===== src/rtl/ctrl_req_initiator_if.sv =====
// ctrl_req_initiator_if: bundles the request-side and endpoint-side signals of the
// class control request initiator.
//   Request side : start, bmRequestType, bRequest, wValue, wIndex, wLength -> initiator;
//                  ready, resp_data, resp_valid, error <- initiator.
//   Endpoint side: data, enable <- initiator; busy, data_in16/32/64 -> initiator.
// modport master is taken by the initiator, modport slave by whatever drives it.
interface ctrl_req_initiator_if;
  logic        start;
  logic [7:0]  bmRequestType;
  logic [7:0]  bRequest;
  logic [15:0] wValue;
  logic [15:0] wIndex;
  logic [15:0] wLength;
  logic        ready;
  logic [63:0] data;
  logic        enable;
  logic        busy;
  logic [15:0] data_in16;
  logic [31:0] data_in32;
  logic [63:0] data_in64;
  logic [63:0] resp_data;
  logic        resp_valid;
  logic        error;

  modport master (
    input  start, bmRequestType, bRequest, wValue, wIndex, wLength,
    input  busy, data_in16, data_in32, data_in64,
    output ready, data, enable, resp_data, resp_valid, error
  );

  modport slave (
    output start, bmRequestType, bRequest, wValue, wIndex, wLength,
    output busy, data_in16, data_in32, data_in64,
    input  ready, data, enable, resp_data, resp_valid, error
  );
endinterface


===== src/rtl/ctrl_req_initiator.sv =====
// ctrl_req_initiator: host-side initiator for the class control endpoint.
// Packs a request into the 64-bit setup word, runs the enable/busy handshake with
// the endpoint, captures the width-selected response and reports it with a
// one-cycle resp_valid (error qualified by resp_valid).
// Ports:
//   clk  - system clock, rising edge
//   rst  - asynchronous active-high reset
//   bus  - ctrl_req_initiator_if.master (request fields, handshake, response buses)
// Parameters:
//   TIMEOUT - max cycles spent in each handshake phase before aborting with error
//   CNT_W   - timeout counter width, 2**CNT_W > TIMEOUT
module ctrl_req_initiator #(
  parameter int unsigned TIMEOUT = 64,
  parameter int unsigned CNT_W   = 7
) (
  input logic                   clk,
  input logic                   rst,
  ctrl_req_initiator_if.master  bus
);

  typedef enum logic [2:0] {
    StIdle,
    StIssue,
    StWaitDone,
    StCapture,
    StFinish
  } state_e;

  localparam logic [CNT_W-1:0] CntLast = CNT_W'(TIMEOUT - 1);
  localparam logic [CNT_W-1:0] CntMax  = '1;

  state_e           state_q;
  logic [CNT_W-1:0] cnt_q;
  logic             ready_q;
  logic             enable_q;
  logic [63:0]      data_q;
  logic [63:0]      resp_data_q;
  logic             resp_valid_q;
  logic             error_q;

  logic [63:0]      cap_data;
  logic             cap_err;

  // Response selection works off the latched setup word, so the request fields
  // need no separate copy: data_q[63] is the direction bit, data_q[15:0] wLength.
  always_comb begin
    cap_data = '0;
    cap_err  = 1'b0;
    if (data_q[63]) begin
      case (data_q[15:0])
        16'd0:   cap_data = '0;
        16'd1:   cap_data = {56'd0, bus.data_in16[7:0]};
        16'd2:   cap_data = {48'd0, bus.data_in16};
        16'd4:   cap_data = {32'd0, bus.data_in32};
        16'd8:   cap_data = bus.data_in64;
        default: cap_err  = 1'b1;
      endcase
    end
  end

  always_ff @(posedge clk or posedge rst) begin
    if (rst) begin
      state_q      <= StIdle;
      cnt_q        <= '0;
      ready_q      <= 1'b1;
      enable_q     <= 1'b0;
      data_q       <= '0;
      resp_data_q  <= '0;
      resp_valid_q <= 1'b0;
      error_q      <= 1'b0;
    end else begin
      resp_valid_q <= 1'b0;
      unique case (state_q)
        StIdle: begin
          if (bus.start) begin
            data_q      <= {bus.bmRequestType, bus.bRequest, bus.wValue, bus.wIndex,
                            bus.wLength};
            cnt_q       <= '0;
            ready_q     <= 1'b0;
            enable_q    <= 1'b1;
            error_q     <= 1'b0;
            resp_data_q <= '0;
            state_q     <= StIssue;
          end
        end
        StIssue: begin
          // busy already high on entry is taken as the acknowledge
          if (bus.busy) begin
            enable_q <= 1'b0;
            cnt_q    <= '0;
            state_q  <= StWaitDone;
          end else if (cnt_q == CntLast) begin
            enable_q     <= 1'b0;
            error_q      <= 1'b1;
            resp_valid_q <= 1'b1;
            state_q      <= StFinish;
          end else if (cnt_q != CntMax) begin
            cnt_q <= cnt_q + 1'b1;
          end
        end
        StWaitDone: begin
          if (!bus.busy) begin
            state_q <= StCapture;
          end else if (cnt_q == CntLast) begin
            error_q      <= 1'b1;
            resp_valid_q <= 1'b1;
            state_q      <= StFinish;
          end else if (cnt_q != CntMax) begin
            cnt_q <= cnt_q + 1'b1;
          end
        end
        StCapture: begin
          resp_data_q  <= cap_data;
          error_q      <= cap_err;
          resp_valid_q <= 1'b1;
          state_q      <= StFinish;
        end
        StFinish: begin
          // start seen here is deliberately not accepted; ready rises next cycle
          ready_q <= 1'b1;
          state_q <= StIdle;
        end
        default: begin
          ready_q  <= 1'b1;
          enable_q <= 1'b0;
          state_q  <= StIdle;
        end
      endcase
    end
  end

  assign bus.ready      = ready_q;
  assign bus.enable     = enable_q;
  assign bus.data       = data_q;
  assign bus.resp_data  = resp_data_q;
  assign bus.resp_valid = resp_valid_q;
  assign bus.error      = error_q;

endmodule


===== src/flat_wrapper.sv =====
// flat-port wrapper written by rule: the top's interface ports become plain ports
module ctrl_req_initiator_flat 
#(
  parameter int unsigned TIMEOUT = 64,
  parameter int unsigned CNT_W   = 7
)
  (clk, rst, bus_start, bus_bmRequestType, bus_bRequest, bus_wValue, bus_wIndex, bus_wLength, bus_busy, bus_data_in16, bus_data_in32, bus_data_in64, bus_ready, bus_data, bus_enable, bus_resp_data, bus_resp_valid, bus_error);
  ctrl_req_initiator_if bus_i ();
  input logic clk;
  input logic rst;
  input wire logic [$bits(bus_i.start)-1:0] bus_start;
  input wire logic [$bits(bus_i.bmRequestType)-1:0] bus_bmRequestType;
  input wire logic [$bits(bus_i.bRequest)-1:0] bus_bRequest;
  input wire logic [$bits(bus_i.wValue)-1:0] bus_wValue;
  input wire logic [$bits(bus_i.wIndex)-1:0] bus_wIndex;
  input wire logic [$bits(bus_i.wLength)-1:0] bus_wLength;
  input wire logic [$bits(bus_i.busy)-1:0] bus_busy;
  input wire logic [$bits(bus_i.data_in16)-1:0] bus_data_in16;
  input wire logic [$bits(bus_i.data_in32)-1:0] bus_data_in32;
  input wire logic [$bits(bus_i.data_in64)-1:0] bus_data_in64;
  output wire logic [$bits(bus_i.ready)-1:0] bus_ready;
  output wire logic [$bits(bus_i.data)-1:0] bus_data;
  output wire logic [$bits(bus_i.enable)-1:0] bus_enable;
  output wire logic [$bits(bus_i.resp_data)-1:0] bus_resp_data;
  output wire logic [$bits(bus_i.resp_valid)-1:0] bus_resp_valid;
  output wire logic [$bits(bus_i.error)-1:0] bus_error;
  assign bus_i.start = bus_start;
  assign bus_i.bmRequestType = bus_bmRequestType;
  assign bus_i.bRequest = bus_bRequest;
  assign bus_i.wValue = bus_wValue;
  assign bus_i.wIndex = bus_wIndex;
  assign bus_i.wLength = bus_wLength;
  assign bus_i.busy = bus_busy;
  assign bus_i.data_in16 = bus_data_in16;
  assign bus_i.data_in32 = bus_data_in32;
  assign bus_i.data_in64 = bus_data_in64;
  assign bus_ready = bus_i.ready;
  assign bus_data = bus_i.data;
  assign bus_enable = bus_i.enable;
  assign bus_resp_data = bus_i.resp_data;
  assign bus_resp_valid = bus_i.resp_valid;
  assign bus_error = bus_i.error;
  ctrl_req_initiator #(.TIMEOUT(TIMEOUT), .CNT_W(CNT_W)) u_core (.clk(clk), .rst(rst), .bus(bus_i));
endmodule

===== config.mk =====
export PLATFORM = sky130hd
export DESIGN_NAME = ctrl_req_initiator_flat
export DESIGN_NICKNAME = d
export VERILOG_FILES = /design/src/rtl/ctrl_req_initiator_if.sv /design/src/rtl/ctrl_req_initiator.sv /design/src/flat_wrapper.sv
export SDC_FILE = /design/constraint.sdc
export NUM_CORES = 1
export LEC_CHECK = 0
export CAP_MARGIN = 20
export CORE_MARGIN = 4
export CORE_UTILIZATION = 40
export CTS_CLUSTER_SIZE = 12
export DETAILED_ROUTE_END_ITERATION = 10
export PLACE_DENSITY = 0.81
export RECOVER_POWER = 100
export SETUP_SLACK_MARGIN = 0.15
export SYNTH_ARGS = -nofsm -noshare
export SYNTH_HDL_FRONTEND = slang
export SYNTH_SLANG_ARGS = --single-unit

===== constraint.sdc =====
create_clock -name clk -period 5.4 [get_ports clk]
set_input_delay 1.08 -clock clk [delete_from_list [all_inputs] [get_ports clk]]
set_output_delay 1.08 -clock clk [all_outputs]
set_load 0.1 [all_outputs]

==> impl_metrics.tcl <==
set metrics [dict create \
    cts_tree "yes" \
    cts-root-buf "clkbuf_16" \
    min_from "u_core.bus.resp_data[6]" \
    synth_edf_count 0 \
    hold_viol_final 0 \
    rrSetupSlack_ns 1.67 \
    die_w_um 130 \
    cts.sinks 142 \
    fin_area_mm2 0.00974 \
    outcome "finished with violations" \
    whs_path_depth 2 \
    finalSetupTns_ns 0 \
    timing.hold.ws_ns 0.480 \
    ff2ff_path_depth 5 \
    cts_setup_buffers 0 \
    final_nets 953 \
    max_freq_mhz 247 \
    tightest_slew_ns 2.44 \
    p_per_area_mw_per_mm2 620 \
    grt_pass1_wl_um 27700 \
    num_vias 5098 \
    worstSkewPairLatency_ns 0.41 \
    syn_to_final_growth_pct 63.4 \
    cap_violations 3 \
    rows 44 \
    endpoint_kind "flip-flop" \
    min_to "u_core.bus.resp_data[6]" \
    r2r_end "u_core.bus.resp_data[41]" \
    antenna_found_initial 1 \
    r2r_start "u_core.bus.data[10]" \
    wl_per_cell_um 19.2 \
    clkTransAtPathRegs_ns 0.05 \
    synthFlopType "dfrtp_1" \
    violations "capacitance limit, slew limit" \
    skew_ns 0.00714 \
    crit_arrival_ns 4.38 \
    worstPathMaxFanout 57 \
    synth_cell_types 48 \
    htree_levels 4 \
    async_flop_share 1.00 \
    hold_class "reg -> reg" \
    track_usage 0.213 \
    drt-total-wl_um 18600 \
    die_area_mm2 0.0169 \
    postSynthAreaPerCell_um2 12.7 \
    crit_required_ns 5.73 \
    worstSetupPathType "in -> reg" \
    ys_seq_elements 142 \
    die_h_um 130 \
    grt_max_degree 110 \
    final_max_slew_viol_count 156 \
    syn_nets 649 \
    period_share 0.749 \
    synthesis.area_mm2 0.00596 \
    nFillCells 1078 \
    slew_headroom -0.624 \
    leakage_nw 4.25 \
    drtIter0Drc 317 \
    core_mm2 0.0146 \
    start_util 0.409 \
    clock_path_buffers 2 \
    final_core_util 0.668 \
    p_total_mw 6.04 \
    hpwl_um 13900 \
    gp_congestion 0.840 \
    setup_viol 0 \
    cts_resized 0 \
    postCtsHoldBufs 0 \
    place_area_mm2 0.00922 \
    cts_buffers 17 \
    drive_gt1_frac 0.140 \
    grt_pass1_vias 5271 \
    dr.pass1.iters 4 \
    vias_per_cell 5.26 \
    irDropWorstVdd_v 0.000635 \
    grt-ovfl-total 0 \
    rsz0062_at_grt "no" \
    synth_warnings 0 \
    postRouteAntennaNets 0 \
    ys_seq_area_frac 0.596 \
    start_kind "input port" \
    period_minus_slack_ns 4.05 \
    portBuffers 311 \
    ios 312 \
    synthCells 468 \
    drc_errors 0 \
]
registers in the layout (all words and copies together) (netlist names):
name / cells
u_core.bus.data: 64
u_core.bus.enable: 1
u_core.bus.error: 1
u_core.bus.ready: 1
u_core.bus.resp_data: 64
u_core.bus.resp_valid: 1
u_core.cnt_q: 7
u_core.state_q: 3
layout make-up:
cell class,instances,area [um2],share of cell area
inverter,5,20.0,0.00205
clock buffer,20,437,0.0448
multi-input combinational,287,2210,0.227
sequential,142,3550,0.365
antenna,1,2.50,0.000257
clock inverter,12,113,0.0116
timing repair buffer,319,3180,0.326
tap,184,230,0.0236
layer usage:
| metal | part of all wire | vias up | track usage |
|---|---|---|---|
| li1 | - | 2360 | - |
| met1 | 0.37 | 2454 | 0.247 |
| met2 | 0.50 | 253 | 0.361 |
| met3 | 0.11 | 31 | 0.0835 |
| met4 | 0.022 | 0 | 0.0733 |
| met5 | 0 | - | 0 |
synthesized netlist by cell type (2+ instances only):
cell,instances,area share
nor3_1,4,0.0034
or3b_2,2,0.0029
nand4b_1,2,0.0029
a221oi_1,3,0.0044
mux2_2,64,0.12
nor2b_1,4,0.0042
inv_1,5,0.0031
o22a_1,2,0.0029
xnor2_1,2,0.0029
a32oi_1,8,0.012
a22oi_1,24,0.030
a211o_1,2,0.0029
buf_1,2,0.0013
nand3_1,2,0.0017
nor2_1,12,0.0076
nand2_1,37,0.023
a22o_1,48,0.071
clkbuf_1,24,0.015
or4_4,2,0.0038
a21oi_1,7,0.0059
dfrtp_1,141,0.59
or3_1,2,0.0021
o21ai_1,7,0.0059
o21ai_0,18,0.015
and3_1,3,0.0031
or4_1,2,0.0025
o21ai_2,10,0.015
mux2i_1,3,0.0050
buf_2,7,0.0059
how the worst max path moves through the flow:
stage	from	endpoint	slack, ns	cells after the start
floorplan	rst	u_core.bus.data[0]	0.51	1
global placement	bus_start	u_core.bus.data[12]	1.94	5
detailed placement	bus_start	u_core.bus.data[11]	1.89	5
CTS	u_core.bus.data[0]	bus_data[0]	2.04	1
global route	bus_start	u_core.bus.resp_data[2]	1.13	6
finish	bus_start	u_core.bus.resp_data[46]	1.35	5
kinds of logic after synthesis:
family,count (synthesis),synth area share
xor gates and xnor gates,2,0.00294
DFF,142,0.596
muxes,67,0.126
buffers and inverters,39,0.0273
AOI/OAI and AO/OA,137,0.175
and+or+nand+nor,79,0.0688
adders and majority gates,2,0.00378
worst max-delay path, stage by stage:
cell,delay [ns]
dlygate4sd3_1,0.58
or3b_2,0.22
a21o_1,0.30
clkbuf_1,1.76
a22o_1,0.39
placed cells by master (no fill, tap or decap), types with 4 or more instances in the layout:
cell               n
a21oi_1            7
a22o_1            48
a22oi_1           24
a32oi_1            8
clkbuf_1           6
clkbuf_16         17
clkdlybuf4s50_1  176
dfrtp_1          141
dlygate4sd3_1    135
inv_1              4
mux2_2            64
nand2_1           37
nor2_1            12
nor3_1             5
o21ai_0           34
stage by stage:
stage	setup slack, ns	instances
2_1_floorplan	0.512	468
3_3_place_gp	1.94	933
3_5_place_dp	1.89	934
4_1_cts	2.04	966
5_1_grt	1.13	970
6_report	1.35	970
where the power goes:
part | internal [mW] | switching (mW)
combinational | 0.866 | 2.54
sequential | 1.34 | 0.211
clock | 0.637 | 0.445
total | 2.85 | 3.19
(Power assumes the default switching activity.)
